<file path="src/rtl/reg_write_decoder_if.sv">
// Write-port bundle between the write-back stage and the register-file write decoder.
// The master issues write requests and clears; the slave returns staging and commit status.
interface reg_write_decoder_if #(
   parameter int unsigned WIDTH = 16
);
   logic             wr_en;
   logic [3:0]       wr_sel;
   logic [WIDTH-1:0] wr_data;
   logic             clr;
   logic [15:0]      wr_onehot;
   logic             pend_valid;
   logic [3:0]       pend_sel;
   logic [WIDTH-1:0] pend_data;
   logic             wr_ack;
   logic             wr_err;

   modport master (
      output wr_en, wr_sel, wr_data, clr,
      input  wr_onehot, pend_valid, pend_sel, pend_data, wr_ack, wr_err
   );

   modport slave (
      input  wr_en, wr_sel, wr_data, clr,
      output wr_onehot, pend_valid, pend_sel, pend_data, wr_ack, wr_err
   );
endinterface

</file>
<file path="src/rtl/reg_write_decoder.sv">
// Register-file write side: one staging register feeding a 4-to-16 one-hot commit decode
// into 16 storage registers, with ack/err pulses and the staged write exposed for forwarding.
module reg_write_decoder #(
   parameter int unsigned WIDTH   = 16,
   parameter logic [15:0] RO_MASK = 16'h0001
) (
   input  logic                  clk,
   input  logic                  reset_n,
   reg_write_decoder_if.slave    bus,
   output logic [WIDTH-1:0]      r0,
   output logic [WIDTH-1:0]      r1,
   output logic [WIDTH-1:0]      r2,
   output logic [WIDTH-1:0]      r3,
   output logic [WIDTH-1:0]      r4,
   output logic [WIDTH-1:0]      r5,
   output logic [WIDTH-1:0]      r6,
   output logic [WIDTH-1:0]      r7,
   output logic [WIDTH-1:0]      r8,
   output logic [WIDTH-1:0]      r9,
   output logic [WIDTH-1:0]      r10,
   output logic [WIDTH-1:0]      r11,
   output logic [WIDTH-1:0]      r12,
   output logic [WIDTH-1:0]      r13,
   output logic [WIDTH-1:0]      r14,
   output logic [WIDTH-1:0]      r15
);

   logic [WIDTH-1:0] regs_q [16];
   logic             pend_valid_q;
   logic [3:0]       pend_sel_q;
   logic [WIDTH-1:0] pend_data_q;
   logic             wr_ack_q;
   logic             wr_err_q;
   logic [15:0]      commit_onehot;
   logic             commit_ro;

   // Read-only targets never decode, so no write path to them exists at all.
   always_comb begin
      commit_onehot = '0;
      if (pend_valid_q) begin
         commit_onehot = (16'(1) << pend_sel_q) & ~RO_MASK;
      end
   end

   assign commit_ro = RO_MASK[pend_sel_q];

   always_ff @(posedge clk or negedge reset_n) begin
      if (!reset_n) begin
         for (int i = 0; i < 16; i++) begin
            regs_q[i] <= '0;
         end
         pend_valid_q <= 1'b0;
         pend_sel_q   <= '0;
         pend_data_q  <= '0;
         wr_ack_q     <= 1'b0;
         wr_err_q     <= 1'b0;
      end else if (bus.clr) begin
         // Clear drops the staged write silently and ignores any request this cycle.
         for (int i = 0; i < 16; i++) begin
            regs_q[i] <= '0;
         end
         pend_valid_q <= 1'b0;
         wr_ack_q     <= 1'b0;
         wr_err_q     <= 1'b0;
      end else begin
         for (int i = 0; i < 16; i++) begin
            if (commit_onehot[i]) begin
               regs_q[i] <= pend_data_q;
            end
         end
         wr_ack_q     <= pend_valid_q & ~commit_ro;
         wr_err_q     <= pend_valid_q & commit_ro;
         pend_valid_q <= bus.wr_en;
         if (bus.wr_en) begin
            pend_sel_q  <= bus.wr_sel;
            pend_data_q <= bus.wr_data;
         end
      end
   end

   assign bus.wr_onehot  = commit_onehot;
   assign bus.pend_valid = pend_valid_q;
   assign bus.pend_sel   = pend_sel_q;
   assign bus.pend_data  = pend_data_q;
   assign bus.wr_ack     = wr_ack_q;
   assign bus.wr_err     = wr_err_q;

   assign r0  = regs_q[0];
   assign r1  = regs_q[1];
   assign r2  = regs_q[2];
   assign r3  = regs_q[3];
   assign r4  = regs_q[4];
   assign r5  = regs_q[5];
   assign r6  = regs_q[6];
   assign r7  = regs_q[7];
   assign r8  = regs_q[8];
   assign r9  = regs_q[9];
   assign r10 = regs_q[10];
   assign r11 = regs_q[11];
   assign r12 = regs_q[12];
   assign r13 = regs_q[13];
   assign r14 = regs_q[14];
   assign r15 = regs_q[15];

endmodule

</file>
<file path="src/flat_wrapper.sv">
// flat-port wrapper written by rule: the top's interface ports become plain ports
module reg_write_decoder_flat 
#(
   parameter int unsigned WIDTH   = 16,
   parameter logic [15:0] RO_MASK = 16'h0001
)
  (clk, reset_n, r0, r1, r2, r3, r4, r5, r6, r7, r8, r9, r10, r11, r12, r13, r14, r15, bus_wr_en, bus_wr_sel, bus_wr_data, bus_clr, bus_wr_onehot, bus_pend_valid, bus_pend_sel, bus_pend_data, bus_wr_ack, bus_wr_err);
  reg_write_decoder_if #(.WIDTH(WIDTH)) bus_i ();
  input  logic clk;
  input  logic reset_n;
  output logic [WIDTH-1:0] r0;
  output logic [WIDTH-1:0] r1;
  output logic [WIDTH-1:0] r2;
  output logic [WIDTH-1:0] r3;
  output logic [WIDTH-1:0] r4;
  output logic [WIDTH-1:0] r5;
  output logic [WIDTH-1:0] r6;
  output logic [WIDTH-1:0] r7;
  output logic [WIDTH-1:0] r8;
  output logic [WIDTH-1:0] r9;
  output logic [WIDTH-1:0] r10;
  output logic [WIDTH-1:0] r11;
  output logic [WIDTH-1:0] r12;
  output logic [WIDTH-1:0] r13;
  output logic [WIDTH-1:0] r14;
  output logic [WIDTH-1:0] r15;
  input wire logic [$bits(bus_i.wr_en)-1:0] bus_wr_en;
  input wire logic [$bits(bus_i.wr_sel)-1:0] bus_wr_sel;
  input wire logic [$bits(bus_i.wr_data)-1:0] bus_wr_data;
  input wire logic [$bits(bus_i.clr)-1:0] bus_clr;
  output wire logic [$bits(bus_i.wr_onehot)-1:0] bus_wr_onehot;
  output wire logic [$bits(bus_i.pend_valid)-1:0] bus_pend_valid;
  output wire logic [$bits(bus_i.pend_sel)-1:0] bus_pend_sel;
  output wire logic [$bits(bus_i.pend_data)-1:0] bus_pend_data;
  output wire logic [$bits(bus_i.wr_ack)-1:0] bus_wr_ack;
  output wire logic [$bits(bus_i.wr_err)-1:0] bus_wr_err;
  assign bus_i.wr_en = bus_wr_en;
  assign bus_i.wr_sel = bus_wr_sel;
  assign bus_i.wr_data = bus_wr_data;
  assign bus_i.clr = bus_clr;
  assign bus_wr_onehot = bus_i.wr_onehot;
  assign bus_pend_valid = bus_i.pend_valid;
  assign bus_pend_sel = bus_i.pend_sel;
  assign bus_pend_data = bus_i.pend_data;
  assign bus_wr_ack = bus_i.wr_ack;
  assign bus_wr_err = bus_i.wr_err;
  reg_write_decoder #(.WIDTH(WIDTH), .RO_MASK(RO_MASK)) u_core (.clk(clk), .reset_n(reset_n), .bus(bus_i), .r0(r0), .r1(r1), .r2(r2), .r3(r3), .r4(r4), .r5(r5), .r6(r6), .r7(r7), .r8(r8), .r9(r9), .r10(r10), .r11(r11), .r12(r12), .r13(r13), .r14(r14), .r15(r15));
endmodule
</file>
<file path="config.mk">
export PLATFORM = sky130hd
export DESIGN_NAME = reg_write_decoder_flat
export DESIGN_NICKNAME = d
export VERILOG_FILES = /design/src/rtl/reg_write_decoder_if.sv /design/src/rtl/reg_write_decoder.sv /design/src/flat_wrapper.sv
export SDC_FILE = /design/constraint.sdc
export NUM_CORES = 1
export LEC_CHECK = 0
export ABC_CLOCK_PERIOD_IN_PS = 2300
export CAP_MARGIN = 20
export CORE_ASPECT_RATIO = 0.75
export CORE_UTILIZATION = 40
export CTS_BUF_LIST = sky130_fd_sc_hd__clkbuf_4 sky130_fd_sc_hd__clkbuf_8 sky130_fd_sc_hd__clkbuf_16
export DETAILED_ROUTE_END_ITERATION = 7
export GPL_ROUTABILITY_DRIVEN = 0
export PLACE_DENSITY_LB_ADDON = 0.2
export SLEW_MARGIN = 20
export SYNTH_ARGS = -nofsm -noshare
export SYNTH_HDL_FRONTEND = slang
export SYNTH_SLANG_ARGS = --single-unit
export TNS_END_PERCENT = 30
</file>
<file path="constraint.sdc">
create_clock -name clk -period 2.3 [get_ports clk]
set_input_delay 0.575 -clock clk [delete_from_list [all_inputs] [get_ports clk]]
set_output_delay 0.575 -clock clk [all_outputs]
set_load 0.05 [all_outputs]
</file>
== Yosys cells after proc, flatten, opt, wreduce, memory -nomap -nowiden ==
Memories as Yosys holds them, arrays and structs flattened.
Cells that the tools add are included.

* Order comparisons: 1
* Shift-type cells: 1
* Multiplexer cells: 22
* Bitwise logic cells: 4
* Reductions and logical operators: 17

{| class="wikitable"
|+ Operators with widths
! kind !! number
|-
| 16-bit two-way mux || 17
|-
| 256-bit two-way mux || 1
|-
| 2-bit nonzero test || 16
|-
| 1-bit by 4-bit left shift with 16-bit output (first input constant) || 1
|-
| 4-bit by 5-bit less-than comparator with 1-bit output (second input constant) || 1
|-
| 1-bit two-way mux || 4
|-
| 1-bit bitwise AND || 2
|-
| 1-bit NOT || 2
|-
| 2-bit AND reduction || 1
|}

* Register bits: 279
* Memory bits (read-only): 16
* Input bits: 24
* Output and inout port bits: 295
* Memories kept: 1

{| class="wikitable"
|+ Memories
! name !! words !! width !! rd ports !! clocked after Yosys merged registers in !! wr ports !! line !! source
|-
| (name not given) || 16 || 1 || 1 || 0 || 0 || reg_write_decoder.sv:45 || <nowiki>assign commit_ro = RO_MASK[pend_sel_q];</nowiki>
|}

== Logic depth before layout (Yosys ltp) ==
* Depth in word-level cells: 5
* Mapped depth: 6
* Depth with buffers taken out: 4

== Worst setup path before layout ==
OpenSTA, ideal clock, no wires.

* Kind: register to output
* Start: reg u_core.pend_sel_q[0], in the netlist u_core.bus.pend_sel[0]
* End: out bus_wr_onehot[6]
* Arrival: 2.153 ns
* Data required time: 1.725 ns
* Slack: -0.428 ns
* Cell stages (with the launch flop): 5
* Path buffers: 2
* Cells stage by stage: dfrtp_1 > buf_2 > or3b_2 > clkbuf_1 > nor2_1

* Cells in the longest elaborated chain, start to end: 2

{| class="wikitable"
|+ RTL lines
! element !! line !! source
|-
| from (decl) || reg_write_decoder.sv:30 || <nowiki>logic [3:0] pend_sel_q;</nowiki>
|-
| from (signal assigned) || reg_write_decoder.sv:75 || <nowiki>pend_sel_q <= bus.wr_sel;</nowiki>
|-
| 1-bit by 4-bit left shift with 16-bit output || reg_write_decoder.sv:41 || <nowiki>commit_onehot = (16'(1) << pend_sel_q) & ~RO_MASK;</nowiki>
|-
| 16-bit two-way mux || reg_write_decoder.sv:40 || <nowiki>if (pend_valid_q) begin</nowiki>
|-
| to (decl) || flat_wrapper.sv:31 || <nowiki>output wire logic [$bits(bus_i.wr_onehot)-1:0] bus_wr_onehot;</nowiki>
|}

Every way passes these cells.

== Final worst setup path ==
* Start: reg u_core.pend_sel_q[0], in the netlist u_core.bus.pend_sel[0]
* End: out bus_wr_onehot[2]

The elaborated chain is that of the path after synthesis.

==> flow_summary_export.csv <==
group,metric,value,unit
clock_tree,clk_path_buf_depth,3,
synth,syn-num-nets,1022,
die,num_io_pins,319,
clock_tree,clock_latency,0.54,ns
synth,synth_cell_type_count,32,
die,placementRows,54,
power,power_density,688,mW/mm2
worst_setup_path,crit_type,"reg -> out",
cells_and_area,multi_input_area,0.00460,mm2
routing,wl_per_cell,21.9,um
routing,vias,8753,
routing,wirelength,38100,um
power,comb_power_share,14.5,%
power,switching_share,27.2,%
timing,worstMarginPinSlew,0.716,ns
die,die_w,202,um
worst_setup_path,cp_max_fo,4,
worst_setup_path,cp-end-kind,"output port",
worst_setup_path,required,1.73,ns
global_routing,grt.total_usage,24.8,%
routing,dr.pass1.iters,5,
global_routing,gr-total-overflow,0,
synth,ys.warnings.count,0,
power,clkPwrFrac,41.7,%
timing,slew_viol_final,0,
global_routing,grt_start_max_net_pins,89,
timing,fin_skew,0.0165,ns
clock_tree,cts_tree,"done",
cells_and_area,final_cells,1736,
cells_and_area,layout_commonest_cell,"dfrtp_1",
worst_setup_path,critical_path_buf_inv_count,2,
global_routing,grt_pass1_wl,58100,um
worst_setup_path,start_kind,"register",
routing,viasPerCell,5.04,
power,sequentialPowerShare,43.8,%
synth,netlist_instances,998,
global_routing,first_global_vias,8971,
routing,antenna_left,0,
timing,rsz0062_at_grt,"yes",
min_path,hold_path.class,"in -> reg",
timing,fin_crit,2.42,ns
clock_tree,htreeDepth,1,
die,die-area,0.0307,mm2
timing,final.setup.worst_slack,-0.123,ns
timing,finalHoldViolCount,0,
synth,syn-cell-area,0.0120,mm2
placed_design,dpl.hpwl,25600,um
routing,drtIter0Drc,600,
placed_design,dpl_cell_area,0.0159,mm2
cells_and_area,mostFrequentLayoutCells,"dfrtp_1, nand2b_1, dlygate4sd2_1",
power,leakagePower,10.4,nW
synth,ys_ff_latch,279,
clock_tree,cts_root_buffer,"clkbuf_16",
placed_design,dpl.cell_count,1668,
run_status,violations,"negative setup slack",
run,cap_violations,0,
worst_setup_path,crit_family,"simple AND/OR/NAND/NOR gates",
routing,drc,0,
global_routing,antenna_found_initial,1,
synth,ys_seq_area_share,58.3,%
timing,fmax,413,MHz
die,chipHeight,152,um
timing,slew_headroom,52.3,%
clock_tree,clk_pin_slew,0.07,ns
power,power_switching,3.18,mW
cells_and_area,syn_to_final_growth,42.0,%
timing,finalSetupViolCount,8,
power,ir_drop,0.451,mV
run_status,status,"complete, but fails checks",
cells_and_area,fill_cells,2551,
cells_and_area,fin_area,0.0170,mm2
placed_design,portBuffers,317,
worst_setup_path,cp_slowest_cell,"dfrtp_2",
cells_and_area,nets,1346,
worst_setup_path,crit_chain,"or3_4 > or2_4 > clkinvlp_4 > buf_12",
worst_setup_path,slowest_delay,0.43,ns
timing,finalCritPeriodShare,105,%
clock_tree,clkSinkCount,279,
clock_tree,cts-buffers-inserted,29,
power,cellInternalPower,8.53,mW
die,coreArea,0.0293,mm2
synth,avgSynthCellArea,12.0,um2
worst_setup_path,cp.arrival,1.85,ns
cells_and_area,drive_gt1_share,15.1,%
die,start_util,41.0,%
timing,hold_ws,0.461,ns
cells_and_area,seq_area,0.00699,mm2
per-layer routing:
layer  GRT usage [%]  part of all wire (%)
met5               0                     0
met4            4.51                   1.9
met3            6.22                   7.4
met2            37.4                    44
met1            36.2                    47
synthesized netlist by cell type, drive strengths merged:
| cell type | count | area [um2] |
|---|---|---|
| nand2 | 5 | 23.8 |
| mux2 | 20 | 225 |
| nor3b | 2 | 20.0 |
| and3b | 1 | 8.76 |
| clkbuf | 58 | 219 |
| conb | 1 | 3.75 |
| nor3 | 1 | 5.00 |
| mux2i | 192 | 1920 |
| o21ai | 64 | 320 |
| or3 | 5 | 31.3 |
| nand2b | 210 | 1310 |
| nor2 | 3 | 11.3 |
| nand4 | 2 | 12.5 |
| buf | 35 | 246 |
| inv | 14 | 52.6 |
| or3b | 1 | 8.76 |
| or2 | 1 | 6.26 |
| nor2b | 34 | 213 |
| and2b | 1 | 7.51 |
| and2 | 1 | 6.26 |
| dfrtp | 279 | 6980 |
| a21oi | 32 | 160 |
| nand3 | 36 | 185 |
area by class of cell:
| class | instances | area share (%) |
|---|---|---|
| clock buffers | 45 | 5.19 |
| repair buffers | 386 | 22.7 |
| clock inverters | 7 | 0.647 |
| inverters | 14 | 0.441 |
| diodes | 1 | 0.0147 |
| multi-input cells | 612 | 27.0 |
| well taps | 392 | 2.88 |
| flip-flops and latches | 279 | 41.1 |
logic make-up after synthesis:
family                 Yosys count  synth area share [%]
buffers and inverters          107                  4.32
AO/OA/AOI/OAI                   96                  4.01
flip-flops                     279                  58.3
multiplexers                   212                  17.9
AND/OR/NAND/NOR                303                  15.5
other                            1                0.0313
power groups by stage:
stage | combinational (mW) | sequential [mW] | clock, mW
final | 1.70 | 5.13 | 4.88
after CTS | 1.67 | 5.12 | 5.01
after floorplan | 0.516 | 5.60 | 0
after global placement | 1.66 | 5.22 | 0
after detailed placement | 1.67 | 5.22 | 0
after global routing | 1.78 | 5.14 | 5.18
through the flow:
stage	utilization (%)	power, mW	setup TNS (ns)	setup WS, ns
finish	58.1	11.7	-0.541	-0.123
CTS	57.3	11.8	-0.715	-0.143
global placement	54.2	6.88	0	0.342
global route	58.1	12.1	-1.21	-0.192
detailed placement	54.2	6.89	0	0.327
floorplan	-	6.12	-0.251	-0.0878
timing repair:
item | CTS | global route
setup endpoints to repair | 213 | 68
setup buffers | 10 | 4
pin swaps | 3 | 2
hold endpoints to repair | 36 | 0
hold buffers | 1 | 0
gates resized for setup | 228 | 71
worst paths after layout:
check                                                end              startpoint  cells past startpoint  slack [ns]
worst max-delay path                    bus_wr_onehot[2]  u_core.bus.pend_sel[0]                      4       -0.12
worst min-delay path                        u_core.r6[3]                 bus_clr                      2        0.46
worst max register to register             u_core.r4[14]  u_core.bus.pend_sel[3]                      4        0.55
worst min register to register              u_core.r0[5]            u_core.r0[5]                      1        0.49
max in group asynchronous       u_core.bus.pend_data[10]                 reset_n                      3        1.05
min in group asynchronous       u_core.bus.pend_data[12]                 reset_n                      2        0.55
No activity file was read; power rests on OpenSTA's default activity.
